[config.mk]
export PLATFORM = sky130hd
export DESIGN_NAME = fifo_wr_arbiter
export DESIGN_NICKNAME = d
export VERILOG_FILES = /design/src/rtl/fifo_arb_pkg.sv /design/src/rtl/rr_pick.sv /design/src/rtl/fifo_wr_arbiter.sv
export SDC_FILE = /design/constraint.sdc
export NUM_CORES = 1
export LEC_CHECK = 0
export ABC_CLOCK_PERIOD_IN_PS = 2250
export BUFFER_PORTS_ARGS = -buffer_cell sky130_fd_sc_hd__buf_4
export CAP_MARGIN = 20
export CORE_UTILIZATION = 40
export CTS_BUF_LIST = sky130_fd_sc_hd__clkbuf_4 sky130_fd_sc_hd__clkbuf_8 sky130_fd_sc_hd__clkbuf_16
export CTS_CLUSTER_SIZE = 12
export DETAILED_ROUTE_END_ITERATION = 12
export PLACE_DENSITY = 0.8
export SYNTH_ARGS = -nofsm -noshare
export SYNTH_HDL_FRONTEND = slang
export SYNTH_SLANG_ARGS = --single-unit
[constraint.sdc]
create_clock -name wr_clk -period 2.25 [get_ports wr_clk]
set_clock_uncertainty 0.1 [all_clocks]
set_input_delay 0.225 -clock wr_clk [delete_from_list [all_inputs] [get_ports wr_clk]]
set_output_delay 0.225 -clock wr_clk [all_outputs]
set_load 0.005 [all_outputs]
[src/rtl/fifo_arb_pkg.sv]
// ---------------------------------------------------------------------------
// fifo_arb_pkg
//
// Shared types and helpers for the FIFO write-side arbiter slice.
//
// Contents:
//   arb_state_t        arbiter state (IDLE, BURST)
//   beat_cnt_width()   width of the per-burst beat counter for a given
//                      maximum burst length
//   DEFAULT_MAX_BURST  default burst limit used by the top level
//   DEFAULT_BEAT_CNT_W beat counter width for DEFAULT_MAX_BURST
//   rr_wrap()          modulo-NUM_REQ wrap for round-robin indices
// ---------------------------------------------------------------------------
package fifo_arb_pkg;

   typedef enum logic {
      IDLE  = 1'b0,
      BURST = 1'b1
   } arb_state_t;

   // The beat counter carries one extra bit above clog2(max_burst) so it can
   // hold the value reached after the final beat of a full-length burst.
   function automatic int beat_cnt_width(input int max_burst);
      return $clog2(max_burst) + 1;
   endfunction

   localparam int DEFAULT_MAX_BURST  = 4;
   localparam int DEFAULT_BEAT_CNT_W = beat_cnt_width(DEFAULT_MAX_BURST);

   // Wraps an index that is at most 2*num_req-2 back into 0..num_req-1.
   // Callers only ever add an offset smaller than num_req to a valid index,
   // so a single conditional subtract is enough.
   function automatic int rr_wrap(input int idx, input int num_req);
      if (idx >= num_req) begin
         return idx - num_req;
      end
      return idx;
   endfunction

endpackage

[src/rtl/rr_pick.sv]
// ---------------------------------------------------------------------------
// rr_pick
//
// Purely combinational round-robin picker. Starting at rr_ptr and moving
// upward (modulo NUM_REQ), returns the index of the first requester whose
// req bit is set.
//
// Ports:
//   req        in   NUM_REQ   request vector
//   rr_ptr     in   ID_WIDTH  highest-priority index for this pick
//   grant_idx  out  ID_WIDTH  chosen index (0 when no request is pending)
//   any_req    out  1         at least one req bit is set
// ---------------------------------------------------------------------------
module rr_pick
   import fifo_arb_pkg::*;
#(
   parameter int NUM_REQ  = 4,
   parameter int ID_WIDTH = 2
) (
   input  logic [NUM_REQ-1:0]  req,
   input  logic [ID_WIDTH-1:0] rr_ptr,
   output logic [ID_WIDTH-1:0] grant_idx,
   output logic                any_req
);

   logic [ID_WIDTH-1:0] cand;

   // Scan from the lowest-priority offset down to offset 0 so that the last
   // match written, and therefore the winner, is the one closest to rr_ptr.
   always_comb begin
      grant_idx = '0;
      cand      = '0;
      for (int off = NUM_REQ - 1; off >= 0; off--) begin
         cand = ID_WIDTH'(rr_wrap(int'(rr_ptr) + off, NUM_REQ));
         if (req[cand]) begin
            grant_idx = cand;
         end
      end
   end

   assign any_req = |req;

endmodule

[src/rtl/fifo_wr_arbiter.sv]
// ---------------------------------------------------------------------------
// fifo_wr_arbiter
//
// Shares one async-FIFO write port among NUM_REQ producers in the wr_clk
// domain. A producer is picked round-robin, then keeps the port until its
// burst ends (req_last, MAX_BURST beats, or it drops req), after which
// priority moves to the next index. The FIFO write strobe is gated with
// fifo_full, so the FIFO never sees a write while full.
//
// Ports:
//   wr_clk       in   1                   write-domain clock
//   rst          in   1                   synchronous active-high reset
//   arb_en       in   1                   allow new bursts to start
//   req          in   NUM_REQ             per-producer word valid
//   req_last     in   NUM_REQ             per-producer end of packet
//   req_data     in   NUM_REQ*DATA_WIDTH  packed producer words
//   ack          out  NUM_REQ             one-hot word accepted
//   fifo_full    in   1                   FIFO full flag
//   fifo_wr_en   out  1                   FIFO write strobe
//   fifo_wdata   out  DATA_WIDTH          FIFO write data
//   owner_valid  out  1                   a burst is in progress
//   owner_id     out  ID_WIDTH            index of the current owner
//   busy         out  1                   in a burst or any req pending
// ---------------------------------------------------------------------------
module fifo_wr_arbiter
   import fifo_arb_pkg::*;
#(
   parameter int NUM_REQ    = 4,
   parameter int DATA_WIDTH = 8,
   parameter int MAX_BURST  = DEFAULT_MAX_BURST,
   parameter int ID_WIDTH   = 2
) (
   input  logic                          wr_clk,
   input  logic                          rst,
   input  logic                          arb_en,
   input  logic [NUM_REQ-1:0]            req,
   input  logic [NUM_REQ-1:0]            req_last,
   input  logic [NUM_REQ*DATA_WIDTH-1:0] req_data,
   output logic [NUM_REQ-1:0]            ack,
   input  logic                          fifo_full,
   output logic                          fifo_wr_en,
   output logic [DATA_WIDTH-1:0]         fifo_wdata,
   output logic                          owner_valid,
   output logic [ID_WIDTH-1:0]           owner_id,
   output logic                          busy
);

   localparam int              BEAT_W    = beat_cnt_width(MAX_BURST);
   localparam logic [BEAT_W-1:0] LAST_BEAT = BEAT_W'(MAX_BURST - 1);

   arb_state_t          state_q;
   arb_state_t          state_d;
   logic [ID_WIDTH-1:0] owner_q;
   logic [ID_WIDTH-1:0] owner_d;
   logic [ID_WIDTH-1:0] rr_ptr_q;
   logic [ID_WIDTH-1:0] rr_ptr_d;
   logic [BEAT_W-1:0]   beat_cnt_q;
   logic [BEAT_W-1:0]   beat_cnt_d;

   logic [ID_WIDTH-1:0] grant_idx;
   logic                any_req;
   logic [ID_WIDTH-1:0] next_ptr;
   logic                owner_req;
   logic                owner_last;
   logic [DATA_WIDTH-1:0] word [NUM_REQ];

   // Unpack the flat data bus so the owner's word can be selected by index.
   for (genvar i = 0; i < NUM_REQ; i++) begin : g_unpack
      assign word[i] = req_data[i*DATA_WIDTH +: DATA_WIDTH];
   end

   rr_pick #(
      .NUM_REQ  (NUM_REQ),
      .ID_WIDTH (ID_WIDTH)
   ) u_rr_pick (
      .req       (req),
      .rr_ptr    (rr_ptr_q),
      .grant_idx (grant_idx),
      .any_req   (any_req)
   );

   assign owner_req  = req[owner_q];
   assign owner_last = req_last[owner_q];
   assign next_ptr   = ID_WIDTH'(rr_wrap(int'(owner_q) + 1, NUM_REQ));

   // State register. Reset is sampled on the clock so the whole block stays
   // in the single wr_clk domain with no asynchronous paths.
   always_ff @(posedge wr_clk) begin
      if (rst) begin
         state_q    <= IDLE;
         owner_q    <= '0;
         beat_cnt_q <= '0;
         rr_ptr_q   <= '0;
      end else begin
         state_q    <= state_d;
         owner_q    <= owner_d;
         beat_cnt_q <= beat_cnt_d;
         rr_ptr_q   <= rr_ptr_d;
      end
   end

   // Next-state and output decode. IDLE spends exactly one cycle choosing an
   // owner and never transfers data. In BURST the owner's word is always on
   // fifo_wdata and is strobed only when the FIFO has room. The write is also
   // suppressed while rst is high, so a burst interrupted by reset writes
   // nothing in the reset cycle and the producer keeps that word.
   always_comb begin
      state_d    = state_q;
      owner_d    = owner_q;
      beat_cnt_d = beat_cnt_q;
      rr_ptr_d   = rr_ptr_q;
      ack        = '0;
      fifo_wr_en = 1'b0;
      fifo_wdata = '0;

      unique case (state_q)
         IDLE: begin
            if (arb_en && any_req) begin
               owner_d    = grant_idx;
               beat_cnt_d = '0;
               state_d    = BURST;
            end
         end

         BURST: begin
            fifo_wdata   = word[owner_q];
            fifo_wr_en   = owner_req && !fifo_full && !rst;
            ack[owner_q] = fifo_wr_en;
            if (fifo_wr_en) begin
               beat_cnt_d = beat_cnt_q + 1'b1;
               if (owner_last || (beat_cnt_q == LAST_BEAT)) begin
                  state_d  = IDLE;
                  rr_ptr_d = next_ptr;
               end
            end else if (!owner_req) begin
               state_d  = IDLE;
               rr_ptr_d = next_ptr;
            end
         end

         default: begin
            state_d = IDLE;
         end
      endcase
   end

   assign owner_valid = (state_q == BURST);
   assign owner_id    = owner_q;
   assign busy        = (state_q == BURST) || any_req;

endmodule
==> metrics.txt <==
clock slew at the register clock pins of the worst setup and hold paths=0.06 ns; Post-synth EDFFs=0; die area=2250 µm²; Synth Area in XOR/XNOR=0%; CTS tree=built; asr flop ratio synth=0%; Setup crit end kind=output port; vias in the first global route=790; ys flop type=dfxtp_1; GRT overflow=0; WL/cell=12.9 µm; core area=1940 µm²; total negative slack=0 ns; placed cell areas=1300 µm²; worst slew pin tran=0.459 ns; Post-Syn Nets=137; Synth Area in Adders=9.10%; Die Width=47.4 µm; Final setup violation count=0; # diodes=0; DRT antenna net count=0; status=finished clean; vias per cell=5.22; nets=199; Yosys top cell area share=24.6%; worst relative slew slack=69.0%; # DRC=0; min-delay worst type=in2reg; share of the yosys chip area belonging to registers=19.4%; DRT Pass-1 Iters=4; post-synthesis mux area share=31.3%; final worst path period share=94.0%; DRT iter0 DRCs=14; hpwl dp=1.86 mm; synth unique cells=26; Initial Utilization=42.5%; area leader, netlist=mux4_2; first-pass GRT wire length=3.33 mm; Seq cells post-synth=8; post-synthesis cell count=87; row count=16; Static Leakage=0.000624 µW; Synth Area in Compound Gates=11.8%; Top-Level Pins=61; max-cap viol count=0; Inst Count DP=171; Root Buffer Master=clkbuf_4; RSZ-0062 raised after global routing=no; Final Wtd Congestion=0.849; CP Max Fanout=11; PD cells=334 nW/µm²; final worst path period need=2.11 ns; synthesized area=825 µm²; via count=909; Post-CTS Resized=0; Chip Height=47.4 µm; CTS H-tree lvls=1; Critical Path AT=1.79 ns; Core Util, Final=68.2%; simple-gate portion of the synthesized area=22.6%; Max clock buf depth=2; CTS Hold Bufs=0; synth-to-layout area growth=60.7%; fin. max-slew vios=0; max frequency=0.473 GHz; Post-Route WL=2.24 mm; Final Instance Area=1330 µm²; syn avg cell area=9.48 µm²; largest net degree at the start of global routing=16; total setup buffers inserted after CTS=0; VDD IR max=308 µV; input/output buffers=60; non-filler cells, final=174; overall power after layout=443 µW; Ys Warns=0; Sink Count=8; initial antenna violation count=0; ranking of synthesized cells by area=mux4_2 (25%), dfxtp_1 (19%), and2_1 (9.1%); main combinational cell family by area after synthesis=multiplexers; Final Hold Fails=0; Total GRT Usage=21.3%; Inserted Clock Buffers=3; startpoint types=register; worst skew pair latency=0.25 ns; Required @ worst endpoint=1.92 ns; worst setup path class=reg2out; fraction of layout cells with a size suffix above 1=53.7%
## worst paths after layout
path | from | cells past startpoint | to | slack, ns
worst max register to register | owner_id[1]$_SDFFE_PP0P_ | 4 | beat_cnt_q[2]$_SDFFE_PP0P_ | 0.39
worst min-delay path | rst | 2 | owner_id[1]$_SDFFE_PP0P_ | 0.11
worst min register to register | beat_cnt_q[0]$_SDFFE_PP0P_ | 1 | beat_cnt_q[0]$_SDFFE_PP0P_ | 0.41
worst max-delay path | owner_id[0]$_SDFFE_PP0P_ | 4 | fifo_wdata[6] | 0.14
## report_power, final
| group | total [µW] | switching, µW | internal (µW) |
|---|---|---|---|
| Sequential | 159 | 10.6 | 148 |
| Combinational | 174 | 58.6 | 115 |
| Clock | 110 | 49.0 | 61.1 |
## layout by cell type (no fill, tap or decap), types with 2 or more instances in the layout
master / n
a211o_1: 2
a21oi_1: 6
and2_1: 12
buf_4: 62
clkbuf_4: 3
dfxtp_1: 8
ha_1: 6
inv_1: 7
mux2_2: 4
mux4_2: 9
nand2_1: 3
nand2b_1: 5
nor2_1: 5
nor2b_1: 2
o221ai_1: 3
## cell families (layout without fill, tap and decap cells)
family,count (synthesis),count (layout)
AOI/OAI and AO/OA,14,14
muxes,14,14
and+or+nand+nor,33,33
adders and majority gates,6,6
buffers and inverters,12,72
DFF,8,8
## per-stage QoR
step | worst slack (ns) | hold slack (ns)
finish | 0.135 | 0.110
global route | 0.00436 | 0.111
CTS | 0.118 | 0.107
detailed placement | 0.397 | 0.374
global placement | 0.426 | 0.375
floorplan | 0.473 | 0.319
## synth_stat cells (2+ instances only)
library cell  instances
a211o_1               2
a21oi_1               6
and2_1               12
buf_2                 2
clkbuf_1              2
dfxtp_1               8
ha_1                  6
inv_1                 7
mux2_2                4
mux4_2                9
nand2_1               3
nand2b_1              5
nor2_1                5
nor2b_1               2
o221ai_1              3
## state kept, by name, summed over array words and instances (netlist names)
register and count:
owner_valid 1, beat_cnt_q 3, rr_ptr_q 2, owner_id 2
## critical path, cell delays in order (launching register included)
cell     delay [ns]
dfxtp_1        0.46
buf_4          0.27
mux4_2         0.51
and2_1         0.16
buf_4          0.13
## routing by layer
layer  track usage, %  part of all wire, %  vias to the layer above
li1                 -                    -                      436
met1             23.3                   36                      415
met2             40.5                   52                       54
met3             3.85                   11                        4
met4             6.86                  1.0                        0
met5                0                    0                        -
## area by class of cell
class	instances	area [µm²]
clock buffer	3	22.5
tap	27	33.8
timing repair buffer	62	465
multi-input combinational	67	617
inverter	7	26.3
fill	155	617
sequential	8	160
No activity file was read; power rests on OpenSTA's default activity.
